[src/rtl/video_pattern_pkg.sv]
// Shared types and colour constants for the multi-pattern video generator.
package video_pattern_pkg;

   typedef enum logic [1:0] {
      BARS    = 2'd0,
      RAMP    = 2'd1,
      CHECKER = 2'd2,
      SOLID   = 2'd3
   } pattern_t;

   // Bar colours as {R,G,B} on/off masks, in left-to-right lane order.
   localparam logic [2:0] BAR_BLACK   = 3'b000;
   localparam logic [2:0] BAR_BLUE    = 3'b001;
   localparam logic [2:0] BAR_GREEN   = 3'b010;
   localparam logic [2:0] BAR_CYAN    = 3'b011;
   localparam logic [2:0] BAR_RED     = 3'b100;
   localparam logic [2:0] BAR_MAGENTA = 3'b101;
   localparam logic [2:0] BAR_YELLOW  = 3'b110;
   localparam logic [2:0] BAR_WHITE   = 3'b111;

   function automatic logic [2:0] bar_mask(input logic [2:0] lane);
      case (lane)
         3'd0:    return BAR_BLACK;
         3'd1:    return BAR_BLUE;
         3'd2:    return BAR_GREEN;
         3'd3:    return BAR_CYAN;
         3'd4:    return BAR_RED;
         3'd5:    return BAR_MAGENTA;
         3'd6:    return BAR_YELLOW;
         default: return BAR_WHITE;
      endcase
   endfunction

endpackage

[src/rtl/axi4_stream_if.sv]
// Minimal AXI4-Stream bundle carrying video beats (tuser = start of frame, tlast = end of line).
interface axi4_stream_if #(
   parameter int DATA_W = 32
);
   logic              tvalid;
   logic              tready;
   logic [DATA_W-1:0] tdata;
   logic              tuser;
   logic              tlast;

   modport master (output tvalid, output tdata, output tuser, output tlast, input tready);
   modport slave  (input tvalid, input tdata, input tuser, input tlast, output tready);
endinterface

[src/rtl/video_pattern_pixel.sv]
// Combinational colour lookup: maps a pixel/line position and pattern to packed {R,G,B}.
module video_pattern_pixel
   import video_pattern_pkg::*;
#(
   parameter int X_ACTIVE     = 1920,
   parameter int PX_WIDTH     = 10,
   parameter int CHECKER_SIZE = 64,
   parameter int PX_CNT_W     = 11,
   parameter int LN_CNT_W     = 11
) (
   input  logic [PX_CNT_W-1:0]   px_i,
   input  logic [LN_CNT_W-1:0]   ln_i,
   input  pattern_t              pattern_i,
   input  logic [3*PX_WIDTH-1:0] solid_i,
   output logic [3*PX_WIDTH-1:0] rgb_o
);

   localparam int LANE_W = X_ACTIVE / 8;
   localparam int CB     = $clog2(CHECKER_SIZE);
   localparam int RAMP_W = PX_CNT_W + PX_WIDTH;

   logic [31:0]         bar_lane;
   logic [PX_WIDTH-1:0] ramp_val;
   logic                chk_bit;

   function automatic logic [3*PX_WIDTH-1:0] expand(input logic [2:0] m);
      return {{PX_WIDTH{m[2]}}, {PX_WIDTH{m[1]}}, {PX_WIDTH{m[0]}}};
   endfunction

   assign bar_lane = 32'(px_i) / 32'(LANE_W);
   // px*2^PX_WIDTH fits in RAMP_W bits and the quotient is always below 2^PX_WIDTH.
   assign ramp_val = PX_WIDTH'({px_i, {PX_WIDTH{1'b0}}} / RAMP_W'(X_ACTIVE));
   assign chk_bit  = (((32'(px_i) >> CB) ^ (32'(ln_i) >> CB)) & 32'd1) != 32'd0;

   always_comb begin
      // NOTE: assign a default before the case so every path drives rgb_o and no latch is inferred.
      rgb_o = '0;
      case (pattern_i)
         BARS: begin
            if (bar_lane > 32'd7) rgb_o = expand(BAR_WHITE);
            else                  rgb_o = expand(bar_mask(bar_lane[2:0]));
         end
         RAMP:    rgb_o = {3{ramp_val}};
         CHECKER: rgb_o = chk_bit ? expand(BAR_WHITE) : expand(BAR_BLACK);
         SOLID:   rgb_o = solid_i;
         default: rgb_o = '0;
      endcase
   end

endmodule

[src/rtl/axi4_video_multipattern_gen.sv]
// Frame-timed AXI4-Stream test-pattern source: bars, ramp, checkerboard or solid colour,
// with horizontal/vertical blanking and a completed-frame counter.
module axi4_video_multipattern_gen
   import video_pattern_pkg::*;
#(
   parameter int X_ACTIVE     = 1920,
   parameter int Y_ACTIVE     = 1080,
   parameter int X_BLANKING   = 280,
   parameter int Y_BLANKING   = 45,
   parameter int PX_WIDTH     = 10,
   parameter int CHECKER_SIZE = 64
) (
   input  logic                  clk_i,
   input  logic                  rst_i,
   input  logic                  enable_i,
   input  logic [1:0]            pattern_sel_i,
   input  logic [3*PX_WIDTH-1:0] solid_color_i,
   output logic [15:0]           frame_cnt_o,
   axi4_stream_if.master         video_o
);

   localparam int TDATA_W  = ((3 * PX_WIDTH + 7) / 8) * 8;
   localparam int PX_CNT_W = (X_ACTIVE > 1) ? $clog2(X_ACTIVE) : 1;
   localparam int LN_CNT_W = (Y_ACTIVE > 1) ? $clog2(Y_ACTIVE) : 1;
   localparam int V_CYCLES = Y_BLANKING * (X_ACTIVE + X_BLANKING);
   localparam int BLK_MAX  = (V_CYCLES > X_BLANKING) ? V_CYCLES : X_BLANKING;
   localparam int BLK_W    = (BLK_MAX > 1) ? $clog2(BLK_MAX) : 1;

   localparam logic [PX_CNT_W-1:0] PX_LAST = PX_CNT_W'(X_ACTIVE - 1);
   localparam logic [LN_CNT_W-1:0] LN_LAST = LN_CNT_W'(Y_ACTIVE - 1);
   localparam logic [BLK_W-1:0]    HB_LAST = BLK_W'(X_BLANKING - 1);
   localparam logic [BLK_W-1:0]    VB_LAST = BLK_W'(V_CYCLES - 1);

   localparam logic [1:0] IDLE    = 2'd0;
   localparam logic [1:0] ACTIVE  = 2'd1;
   localparam logic [1:0] H_BLANK = 2'd2;
   localparam logic [1:0] V_BLANK = 2'd3;

   logic [1:0]            state_q, state_d;
   logic [PX_CNT_W-1:0]   px_q, px_d;
   logic [LN_CNT_W-1:0]   ln_q, ln_d;
   logic [BLK_W-1:0]      blk_q, blk_d;
   logic [15:0]           frame_q, frame_d;
   pattern_t              pattern_q, pattern_d;
   logic [3*PX_WIDTH-1:0] solid_q, solid_d;
   logic                  tvalid_q, tvalid_d;
   logic [TDATA_W-1:0]    tdata_q, tdata_d;
   logic                  tuser_q, tuser_d;
   logic                  tlast_q, tlast_d;
   logic                  beat_acc;
   logic                  start_frame;
   logic [3*PX_WIDTH-1:0] pix_rgb;

   assign beat_acc = tvalid_q & video_o.tready;

   always_comb begin
      state_d     = state_q;
      px_d        = px_q;
      ln_d        = ln_q;
      blk_d       = blk_q;
      frame_d     = frame_q;
      pattern_d   = pattern_q;
      solid_d     = solid_q;
      start_frame = 1'b0;
      case (state_q)
         IDLE: if (enable_i) start_frame = 1'b1;
         ACTIVE: begin
            if (beat_acc) begin
               if (px_q == PX_LAST) begin
                  px_d    = '0;
                  state_d = H_BLANK;
               end else begin
                  px_d = px_q + 1'b1;
               end
            end
         end
         H_BLANK: begin
            if (blk_q == HB_LAST) begin
               blk_d = '0;
               if (ln_q == LN_LAST) begin
                  ln_d    = '0;
                  state_d = V_BLANK;
               end else begin
                  ln_d    = ln_q + 1'b1;
                  state_d = ACTIVE;
               end
            end else begin
               blk_d = blk_q + 1'b1;
            end
         end
         V_BLANK: begin
            if (blk_q == VB_LAST) begin
               blk_d   = '0;
               frame_d = frame_q + 16'd1;
               if (enable_i) start_frame = 1'b1;
               else          state_d     = IDLE;
            end else begin
               blk_d = blk_q + 1'b1;
            end
         end
         default: state_d = IDLE;
      endcase
      // Pattern and colour are captured only at a frame start so a frame is never mixed.
      if (start_frame) begin
         state_d   = ACTIVE;
         px_d      = '0;
         ln_d      = '0;
         pattern_d = pattern_t'(pattern_sel_i);
         solid_d   = solid_color_i;
      end
   end

   video_pattern_pixel #(
      .X_ACTIVE     (X_ACTIVE),
      .PX_WIDTH     (PX_WIDTH),
      .CHECKER_SIZE (CHECKER_SIZE),
      .PX_CNT_W     (PX_CNT_W),
      .LN_CNT_W     (LN_CNT_W)
   ) u_pixel (
      .px_i      (px_d),
      .ln_i      (ln_d),
      .pattern_i (pattern_d),
      .solid_i   (solid_d),
      .rgb_o     (pix_rgb)
   );

   // Beat outputs are computed from next-state counters, so a stall reproduces the same beat.
   assign tvalid_d = (state_d == ACTIVE);
   assign tdata_d  = tvalid_d ? TDATA_W'(pix_rgb) : '0;
   assign tuser_d  = tvalid_d && (px_d == '0) && (ln_d == '0);
   assign tlast_d  = tvalid_d && (px_d == PX_LAST);

   always_ff @(posedge clk_i or posedge rst_i) begin
      if (rst_i) begin
         state_q   <= IDLE;
         px_q      <= '0;
         ln_q      <= '0;
         blk_q     <= '0;
         frame_q   <= '0;
         pattern_q <= BARS;
         solid_q   <= '0;
         tvalid_q  <= 1'b0;
         tdata_q   <= '0;
         tuser_q   <= 1'b0;
         tlast_q   <= 1'b0;
      end else begin
         // NOTE: non-blocking assignments so every register samples pre-edge values.
         state_q   <= state_d;
         px_q      <= px_d;
         ln_q      <= ln_d;
         blk_q     <= blk_d;
         frame_q   <= frame_d;
         pattern_q <= pattern_d;
         solid_q   <= solid_d;
         tvalid_q  <= tvalid_d;
         tdata_q   <= tdata_d;
         tuser_q   <= tuser_d;
         tlast_q   <= tlast_d;
      end
   end

   assign video_o.tvalid = tvalid_q;
   assign video_o.tdata  = tdata_q;
   assign video_o.tuser  = tuser_q;
   assign video_o.tlast  = tlast_q;
   assign frame_cnt_o    = frame_q;

endmodule
[src/flat_wrapper.sv]
// flat-port wrapper written by rule: the top's interface ports become plain ports
module axi4_video_multipattern_gen_flat import video_pattern_pkg::*;
#(
   parameter int X_ACTIVE     = 1920,
   parameter int Y_ACTIVE     = 1080,
   parameter int X_BLANKING   = 280,
   parameter int Y_BLANKING   = 45,
   parameter int PX_WIDTH     = 10,
   parameter int CHECKER_SIZE = 64
)
  (clk_i, rst_i, enable_i, pattern_sel_i, solid_color_i, frame_cnt_o, video_o_tvalid, video_o_tdata, video_o_tuser, video_o_tlast, video_o_tready);
  axi4_stream_if video_o_i ();
  input  logic clk_i;
  input  logic rst_i;
  input  logic enable_i;
  input  logic [1:0] pattern_sel_i;
  input  logic [3*PX_WIDTH-1:0] solid_color_i;
  output logic [15:0] frame_cnt_o;
  output wire logic [$bits(video_o_i.tvalid)-1:0] video_o_tvalid;
  output wire logic [$bits(video_o_i.tdata)-1:0] video_o_tdata;
  output wire logic [$bits(video_o_i.tuser)-1:0] video_o_tuser;
  output wire logic [$bits(video_o_i.tlast)-1:0] video_o_tlast;
  input wire logic [$bits(video_o_i.tready)-1:0] video_o_tready;
  assign video_o_tvalid = video_o_i.tvalid;
  assign video_o_tdata = video_o_i.tdata;
  assign video_o_tuser = video_o_i.tuser;
  assign video_o_tlast = video_o_i.tlast;
  assign video_o_i.tready = video_o_tready;
  axi4_video_multipattern_gen #(.X_ACTIVE(X_ACTIVE), .Y_ACTIVE(Y_ACTIVE), .X_BLANKING(X_BLANKING), .Y_BLANKING(Y_BLANKING), .PX_WIDTH(PX_WIDTH), .CHECKER_SIZE(CHECKER_SIZE)) u_core (.clk_i(clk_i), .rst_i(rst_i), .enable_i(enable_i), .pattern_sel_i(pattern_sel_i), .solid_color_i(solid_color_i), .frame_cnt_o(frame_cnt_o), .video_o(video_o_i));
endmodule
[config.mk]
export PLATFORM = sky130hd
export DESIGN_NAME = axi4_video_multipattern_gen_flat
export DESIGN_NICKNAME = d
export VERILOG_FILES = /design/src/rtl/video_pattern_pkg.sv /design/src/rtl/axi4_stream_if.sv /design/src/rtl/video_pattern_pixel.sv /design/src/rtl/axi4_video_multipattern_gen.sv /design/src/flat_wrapper.sv
export SDC_FILE = /design/constraint.sdc
export NUM_CORES = 1
export LEC_CHECK = 0
export CAP_MARGIN = 20
export CELL_PAD_IN_SITES_DETAIL_PLACEMENT = 1
export CELL_PAD_IN_SITES_GLOBAL_PLACEMENT = 2
export CORE_MARGIN = 1
export CORE_UTILIZATION = 35
export DETAILED_ROUTE_END_ITERATION = 10
export GPL_TIMING_DRIVEN = 0
export PLACE_DENSITY_LB_ADDON = 0.1
export SLEW_MARGIN = 20
export SYNTH_ARGS = -nofsm -noshare
export SYNTH_HDL_FRONTEND = slang
export SYNTH_HIERARCHICAL = 1
export SYNTH_SLANG_ARGS = --single-unit
[constraint.sdc]
create_clock -name clk_i -period 7.58 [get_ports clk_i]
set_clock_uncertainty 0.05 [all_clocks]
set_input_delay 1.516 -clock clk_i [delete_from_list [all_inputs] [get_ports clk_i]]
set_output_delay 1.516 -clock clk_i [all_outputs]
set_load 0.02 [all_outputs]
---- Word level (Yosys, flattened, before mapping) ----
Cells that the tools add are included.
operators by class
  bitwise gates (word level) .............. 2
  $lt $le $gt $ge ......................... 1
  reduce and logical (&&, ||, !) cells .... 10
  equality and inequality tests ........... 18
  add/sub/neg operators ................... 4
  divide/modulo/power cells ............... 2
  multiplexer cells ....................... 29
operators by type and width
  kind                                                                               count
  30-bit 2-to-1 mux                                                                  4
  30-bit case mux with 4 select lines                                                1
  11-bit 2-to-1 mux                                                                  8
  17-bit 2-to-1 mux                                                                  2
  17-bit case mux with 2 select lines                                                1
  11-bit equality test (second input constant)                                       3
  11-bit by 8-bit divider with 32-bit output (second input constant)                 1
  32-bit by 3-bit greater-than comparator with 1-bit output (second input constant)  1
  11-bit by 1-bit adder with 11-bit output (second input constant)                   2
  11-bit logical NOT                                                                 2
  21-bit by 11-bit divider with 21-bit output (second input constant)                1
  3-bit case mux with 7 select lines                                                 1
  17-bit by 1-bit adder with 17-bit output (second input constant)                   1
  17-bit equality test (second input constant)                                       1
  17-bit by 9-bit equality test with 1-bit output (second input constant)            1
  16-bit by 1-bit adder with 16-bit output (second input constant)                   1
  2-bit 2-to-1 mux                                                                   8
  3-bit equality test (second input constant)                                        3
  2-bit equality test (second input constant)                                        4
  2-bit by 1-bit equality test with 1-bit output (second input constant)             3
  3-bit by 2-bit equality test with 1-bit output (second input constant)             2
  2-bit case mux with 3 select lines                                                 1
  2-bit logical NOT                                                                  2
  3-bit by 1-bit equality test with 1-bit output (second input constant)             1
  other kinds (8)                                                                    11
word-level totals
  output and inout bits ................... 51
  word-level logic and storage cells ...... 77
  flip-flop bits (word level) ............. 124
  bits of input ports ..................... 36

---- Depth between registers and ports, before layout ----
Gate-level depths: netlist of run 1.
  word-level depth ........................ 11
  gate-level depth with buffers ........... 32
  gate-level depth less buffers ........... 30

---- Cells and area by module ----
Netlist of run 1, hierarchy kept.
modules (own cells, without submodules)
  module                       sequential area each (um^2)  area each (um^2)  cells each  instances
  axi4_video_multipattern_gen  3052.9                       5584.1            558         1
  video_pattern_pixel          0.0                          1935.6            269         1

---- Worst setup path before layout of run 1 ----
Ideal clock, no wire load.
  path type ............................... input to register
  from .................................... input enable_i
  to ...................................... register u_core.tdata_q[20] (netlist: u_core/video_o.tdata[20])
  data required time ...................... 7411 ps
  path slack .............................. 298 ps
  cell stages on the path ................. 26
  path buffers ............................ 3
  arrival time ............................ 7113 ps
  cells stage by stage .................... nand3b_1 nor3_1 a21o_1 clkbuf_1 clkbuf_1 nor2_1 buf_6 nand4bb_1 a211o_1 a21oi_4 mux2i_4 o21ai_2 a21o_1 a221oi_4 xnor2_4 ha_1 a21boi_2 nand3_1 ha_1 o31ai_1 o22ai_1 ha_1 or4b_1 o211ai_2 a31oi_1 and2_1
between the ends
  cells in the longest elaborated chain, start to end .. 10
RTL lines
  item                                                                                 RTL line                                                              source
  start, declared                                                                      flat_wrapper.sv:15                                                    input logic enable_i;
  1-bit 2-to-1 mux (*)                                                                 axi4_video_multipattern_gen.sv:66, axi4_video_multipattern_gen.sv:95
  1-bit 2-to-1 mux                                                                     axi4_video_multipattern_gen.sv:92                                     if (blk_q == VB_LAST) begin
  1-bit case mux with 2 select lines (*)                                               axi4_video_multipattern_gen.sv:65                                     case (state_q)
  11-bit 2-to-1 mux (*)                                                                axi4_video_multipattern_gen.sv:104                                    if (start_frame) begin
  via u_core.px_d[9]                                                                   axi4_video_multipattern_gen.sv:40                                     logic [PX_CNT_W-1:0] px_q, px_d;
  branches (longest 4 deep; another with 21-bit by 11-bit divider with 21-bit output)  --
  30-bit case mux with 4 select lines (*)                                              video_pattern_pixel.sv:38                                             case (pattern_i)
  via u_core.pix_rgb[20]                                                               axi4_video_multipattern_gen.sv:52                                     logic [3*PX_WIDTH-1:0] pix_rgb;
  30-bit 2-to-1 mux (*)                                                                axi4_video_multipattern_gen.sv:129                                    assign tdata_d = tvalid_d ? TDATA_W'(pix_rgb) : '0;
  via u_core.tdata_d[20]                                                               axi4_video_multipattern_gen.sv:47                                     logic [TDATA_W-1:0] tdata_q, tdata_d;
  end signal, assigned                                                                 axi4_video_multipattern_gen.sv:156                                    tdata_q <= tdata_d;
  end, declared                                                                        axi4_video_multipattern_gen.sv:47
Mark *: on every way through the listed nets, which the timed path passes.
A chain may end at the register's enable or synchronous reset.

---- Worst setup path in the final report of run 1 ----
Same ends and word-level chain as after synthesis.

==> qor.yml, run 1 <==
std_cell_rows: 53
wl_mm: 23.5
hold_viol_final: 0
grt_overflow_total: 0
start_kind: "input pin"
grt_usage: 0.220
status: "finished, final reports clean"
yosys.cell_count.top_type: "nand2_1"
async_flop_share: 1.00
fin_setup_tns_ns: 0
syn_avg_cell_area_um2: 9.09
syn_inst: 827
rr_endpoint: "u_core/video_o.tdata[20]$_DFF_PP0_"
cp_max_fo: 10
rrSetupSlack_ns: 0.89
clk_latency_ns: 0.42
slew_headroom: 0.434
cp_slowest_stage_delay_ns: 0.54
coreArea_um2: 21000
tightest_slew_ns: 0.843
synth_top_area_share: 0.406
antenna_found_initial: 1
cts_tree: "built"
leakagePower_nw: 4.27
placedCellCount: 1188
synth_edf_count: 0
clockRootBuffer: "clkbuf_16"
whs_ns: 0.413
hold_end: "u_core/frame_cnt_o[15]$_DFFE_PP0P_"
drv_cap: 0
hold_depth: 1
crit_path_end_kind: "register"
cp_data_arrival_time_ns: 7.61
avgRoutedWirePerCell_um: 19.0
design_area_um2: 9700
fmax_mhz: 136
area_growth_pct: 29.0
synthesis.area_um2: 7520
ant_nets: 0
ys_seq_area_frac: 0.406
worstHoldStart: "u_core/frame_cnt_o[15]$_DFFE_PP0P_"
finalCriticalPeriod_ns: 7.34
synth.area.top_cells: "dfrtp_1, nand2_1, xnor2_1"
cts.sinks: 122
port_buffers: 84
ir_drop_uv: 147
power.density_nw_per_um2: 163
stdcell_count: 1236
ys_ff_latch: 122
critical_path_class: "input pin to register"
hpwl_mm: 17.0
drtIter0Drc: 247
ios: 87
die_width_um: 149
numCtsBuffers: 17
final_nets: 995
yosys.area.top_type: "dfrtp_1"
cts.clk_slew.worst_paths_ns: 0.06
die_height_um: 149
num_vias: 6721
grt_max_degree: 80
clockBufferDepth: 2
ys.flop_type: "dfrtp_1"
synth.distinct_cells: 102
post-route-util: 0.462
start_util: 0.358
drt-pass1-iter-count: 4
die_area_um2: 22100
r2r_cells: 27
grt_first_pass_wirelength_mm: 37.8
required_ns: 7.84
h-tree-depth: 4
grt_pass1_vias: 7092
synth_commonest_cells: "nand2_1, dfrtp_1, nor2_1, and2_1, a21oi_1"
yosys_warnings: 6
gp_congestion: 0.823
fin_crit_sh: 0.969
drive_above_1_share: 0.146
route.detailed.drc: 0
timing.rr.start: "u_core/state_q[1]$_DFF_PP0_"
viasPerCell: 5.44
holdCritPathClass: "register to register"
placed_area_um2: 8750
slew_violations: 0
report.final.setup_viol: 0
slowest_stage: "clkdlybuf4s50_1"
==> area by class of cell <==
class	instances	area (µm²)
Antenna cell	1	2.50
Buffer	40	235
Clock buffer	18	429
Clock inverter	14	211
Fill cell	2367	11300
Inverter	20	80.1
Multi-Input combinational cell	645	4360
Sequential cell	122	3050
Tap cell	275	344
Timing Repair Buffer	101	987
==> report_power, final <==
| part | internal [mW] | leakage, nW | switching [mW] | total, mW |
|---|---|---|---|---|
| Sequential | 0.651 | 1.64 | 0 | 0.651 |
| Clock | 0.560 | 0.310 | 0.335 | 0.895 |
| Combinational | 0.0182 | 2.32 | 0.0192 | 0.0374 |
| Total | 1.23 | 4.27 | 0.354 | 1.58 |
==> worst max-delay path by stage <==
stage,from,endpoint,slack [ns],depth (start not counted)
after floorplan,enable_i,u_core/video_o.tdata[20]$_DFF_PP0_,0.30,26
after global placement,enable_i,u_core/video_o.tdata[20]$_DFF_PP0_,-1.52,28
after detailed placement,enable_i,u_core/video_o.tdata[20]$_DFF_PP0_,-1.71,28
after CTS,enable_i,u_core/video_o.tdata[20]$_DFF_PP0_,0.01,26
after global routing,enable_i,u_core/video_o.tdata[20]$_DFF_PP0_,-0.05,27
final,enable_i,u_core/video_o.tdata[20]$_DFF_PP0_,0.24,27
==> worst max-delay path, delay by kind of cell <==
| kind | cells | cell delay, ns |
|---|---|---|
| AOI/OAI and AO/OA | 11 | 2.35 |
| xor gates and xnor gates | 1 | 0.19 |
| adders and majority gates | 3 | 0.64 |
| buffers and inverters | 4 | 0.98 |
| muxes | 1 | 0.33 |
| and+or+nand+nor | 7 | 1.57 |
==> repair_timing <==
action / in CTS / in global routing
gates resized for setup: 19 / 24
pin swaps: 5 / 8
gates cloned: 0 / 1
hold buffers: 0 / 0
buffers inserted: 6 / 10
setup endpoints to repair: 12 / 6
==> registers in the layout, indices dropped and copies added (netlist names) <==
register / count
u_core/video_o.tlast: 1
u_core/video_o.tuser: 1
u_core/video_o.tvalid: 1
u_core/solid_q: 30
u_core/frame_cnt_o: 16
u_core/video_o.tdata: 30
u_core/state_q: 2
u_core/blk_q: 17
u_core/pattern_q: 2
u_core/px_q: 11
u_core/ln_q: 11
==> stage by stage <==
stage | total power [mW] | setup slack, ns
after global routing | 1.63 | -0.0454
after detailed placement | 0.702 | -1.71
final | 1.58 | 0.236
after global placement | 0.699 | -1.52
after CTS | 1.60 | 0.0132
after floorplan | 0.675 | 0.298
==> layer usage <==
metal,share of wire,vias up,global-route usage
met5,0,-,0
met4,0.014,0,0.0634
met3,0.022,20,0.0362
met2,0.52,79,0.395
met1,0.44,3444,0.270
li1,-,3178,-
==> cells in the final DEF, fill, tap and decap left out, types with 9 or more instances in the layout <==
| master | n |
|---|---|
| nor2_1 | 63 |
| nand3_1 | 31 |
| and3_1 | 15 |
| buf_4 | 23 |
| o21ai_0 | 18 |
| a21oi_1 | 33 |
| clkbuf_16 | 17 |
| a211o_1 | 24 |
| ha_1 | 9 |
| dfrtp_1 | 122 |
| clkdlybuf4s50_1 | 83 |
| nand2_1 | 144 |
| clkbuf_1 | 18 |
| and2_1 | 39 |
| inv_1 | 18 |
| nor3_1 | 11 |
| xnor2_1 | 30 |
| xor2_1 | 20 |
| nand2b_1 | 13 |
| nand4_1 | 18 |
==> kinds of logic after synthesis <==
family                   count (synthesis)  share of synthesized area
AO/OA/AOI/OAI                          175                      0.182
XOR/XNOR                                54                     0.0674
adder cells (fa/ha/maj)                 12                     0.0200
buffers and inverters                   62                     0.0406
flip-flops                             122                      0.406
multiplexers                            10                     0.0178
other                                    1                   0.000499
AND/OR/NAND/NOR                        391                      0.266
No activity file was read; power rests on OpenSTA's default activity.
==> run 2: changes to the inputs <==
--- a/config.mk
+++ b/config.mk
@@ -8,7 +8,6 @@
 export CAP_MARGIN = 20
 export CELL_PAD_IN_SITES_DETAIL_PLACEMENT = 1
 export CELL_PAD_IN_SITES_GLOBAL_PLACEMENT = 2
-export CORE_MARGIN = 1
 export CORE_UTILIZATION = 35
 export DETAILED_ROUTE_END_ITERATION = 10
 export GPL_TIMING_DRIVEN = 0
==> results of run 2 <==
The final DEF is identical to that of run 1; final timing and power are the same.
==> run 3: changes to the inputs <==
--- a/config.mk
+++ b/config.mk
@@ -15,5 +15,4 @@
 export SLEW_MARGIN = 20
 export SYNTH_ARGS = -nofsm -noshare
 export SYNTH_HDL_FRONTEND = slang
-export SYNTH_HIERARCHICAL = 1
 export SYNTH_SLANG_ARGS = --single-unit
==> qor.yml, run 3 <==
status: "finished, final reports clean"
start_kind: "input pin"
power.density_nw_per_um2: 151
synth.distinct_cells: 95
cp.buffers_inverters: 5
cpLargestDelayFamily: "simple AND/OR/NAND/NOR gates"
clockBufferDepth: 2
syn_avg_cell_area_um2: 8.87
numCtsBuffers: 17
cts_tree: "built"
hold_viol_final: 0
slew_violations: 0
design_area_um2: 10300
final_common_cell: "nand2_1"
cp_data_arrival_time_ns: 7.77
critical_path_class: "input pin to register"
wl_mm: 26.3
h-tree-depth: 4
num_vias: 7095
final_cell_mix: "nand2_1, dfrtp_1, clkdlybuf4s50_1, buf_4, nor2_1"
avgRoutedWirePerCell_um: 20.5
netSwitchingPower_mw: 0.344
hpwl_mm: 17.9
start_util: 0.359
clk_latency_ns: 0.43
clkPwrFrac: 0.559
async_flop_share: 1.00
crit_path_end_kind: "register"
slowest_stage: "or4_4"
viasPerCell: 5.53
ys.flop_type: "dfrtp_1"
sw_frac_of_total: 0.221
grt_overflow_total: 0
finalCriticalPeriod_ns: 7.51
p_int_mw: 1.22
post-route-util: 0.509
die_width_um: 146
fin_setup_tns_ns: 0
cp_max_fo: 6
coreArea_um2: 20300
grt_usage: 0.233
std_cell_rows: 52
synth_commonest_cells: "nand2_1, dfrtp_1, nor2_1, nand3_1, a31oi_1"
drt-pass1-iter-count: 5
route.detailed.drc: 0
die_area_um2: 21400
ys_seq_area_frac: 0.419
drtIter0Drc: 326
synthesis.area_um2: 7290
area_growth_pct: 41.8
synth.area.top_cells: "dfrtp_1, nand2_1, nor2_1"
drv_cap: 0
holdCritPathClass: "register to register"
antenna_found_initial: 1
cp_slowest_stage_delay_ns: 0.46
synth_top_area_share: 0.419
placed_area_um2: 8510
drive_above_1_share: 0.224
ios: 87
final_nets: 1047
grt_first_pass_wirelength_mm: 38.9
syn_inst: 822
leakagePower_nw: 4.42
cts.clk_slew.worst_paths_ns: 0.06
grt_max_degree: 68
synth_edf_count: 0
tightest_slew_ns: 1.00
postCtsHoldBufs: 0
yosys.cell_count.top_type: "nand2_1"
gp_congestion: 0.879
worst_slack_ns: 0.0735
port_buffers: 84
ant_nets: 0
report.final.setup_viol: 0
yosys.area.top_type: "dfrtp_1"
seqPwrFrac: 0.417
fin_crit_sh: 0.990
slew_headroom: 0.324
yosys_warnings: 0
fmax_mhz: 133
die_height_um: 146
p_comb_frac: 0.024
required_ns: 7.84
ir_drop_uv: 132
cts.sinks: 122
whs_ns: 0.410
clockRootBuffer: "clkbuf_16"
ys_ff_latch: 122
place_ws_ns: -1.63
grt_pass1_vias: 7169
-- run 3: power by group through the flow --
stage               Sequential [mW]  Combinational [mW]  Clock, mW
global placement              0.663              0.0352          0
global route                  0.651              0.0406      0.915
floorplan                     0.663              0.0114          0
detailed placement            0.663              0.0382          0
CTS                           0.651              0.0385      0.886
finish                        0.651              0.0370      0.873
-- run 3: layout make-up --
cell class / instances / area, µm²
fill: 2326 / 9960
clock buffer: 20 / 467
inverter: 27 / 110
buffer: 28 / 164
multi-input combinational: 646 / 4590
antenna: 1 / 2.50
sequential: 122 / 3050
tap: 270 / 338
timing repair buffer: 157 / 1450
clock inverter: 12 / 164
-- run 3: metal layers --
| metal | global-route usage | wire length (µm) | vias to the layer above |
|---|---|---|---|
| met5 | 0 | 0 | - |
| met4 | 0.0745 | 515 | 0 |
| met3 | 0.0431 | 931 | 41 |
| met2 | 0.404 | 13500 | 150 |
| met1 | 0.291 | 11300 | 3572 |
| li1 | - | - | 3332 |
-- run 3: final timing paths --
path                                        startpoint                            endpoint  slack [ns]  cells after the start
max                                           enable_i   u_core.video_o.tdata[1]$_DFF_PP0_        0.07                     31
min                        u_core.solid_q[1]$_DFF_PP0_         u_core.solid_q[1]$_DFF_PP0_        0.41                      2
max reg2reg                u_core.state_q[1]$_DFF_PP0_   u_core.video_o.tdata[1]$_DFF_PP0_        0.39                     34
min reg2reg                u_core.solid_q[1]$_DFF_PP0_         u_core.solid_q[1]$_DFF_PP0_        0.41                      2
max in group asynchronous                        rst_i           u_core.px_q[10]$_DFF_PP0_        5.27                      3
min in group asynchronous                        rst_i  u_core.frame_cnt_o[14]$_DFFE_PP0P_        1.47                      2
-- run 3: what timing repair did --
| item | CTS | global route |
|---|---|---|
| buffers inserted | 19 | 52 |
| pin swaps | 13 | 40 |
| resized for setup | 54 | 71 |
| cloned | 0 | 1 |
| setup endpoints to repair | 6 | 6 |
-- run 3: metrics by stage --
stage / total power [mW] / std cells
floorplan: 0.675 / 823
finish: 1.56 / 1283
CTS: 1.58 / 1229
global placement: 0.699 / 1177
detailed placement: 0.701 / 1178
global route: 1.61 / 1283
-- run 3: logic make-up (layout without fill, tap and decap cells) --
family | Yosys count | in the layout | synth area share
compound gates | 188 | 188 | 0.192
xor+xnor | 44 | 44 | 0.0539
fa+ha+maj | 12 | 12 | 0.0206
buf+inv | 55 | 244 | 0.0335
flops | 122 | 122 | 0.419
mux | 13 | 13 | 0.0208
other cells | 1 | 3 | 0.000514
simple gates | 387 | 387 | 0.260
-- run 3: worst register-to-register path, delay by kind of cell, from the launching register on --
family,cells,cell delay (ns)
xor gates and xnor gates,1,0.09
and+or+nand+nor,11,2.49
buffers and inverters,7,0.97
AOI/OAI and AO/OA,11,2.14
adders and majority gates,4,0.91
DFF,1,0.42
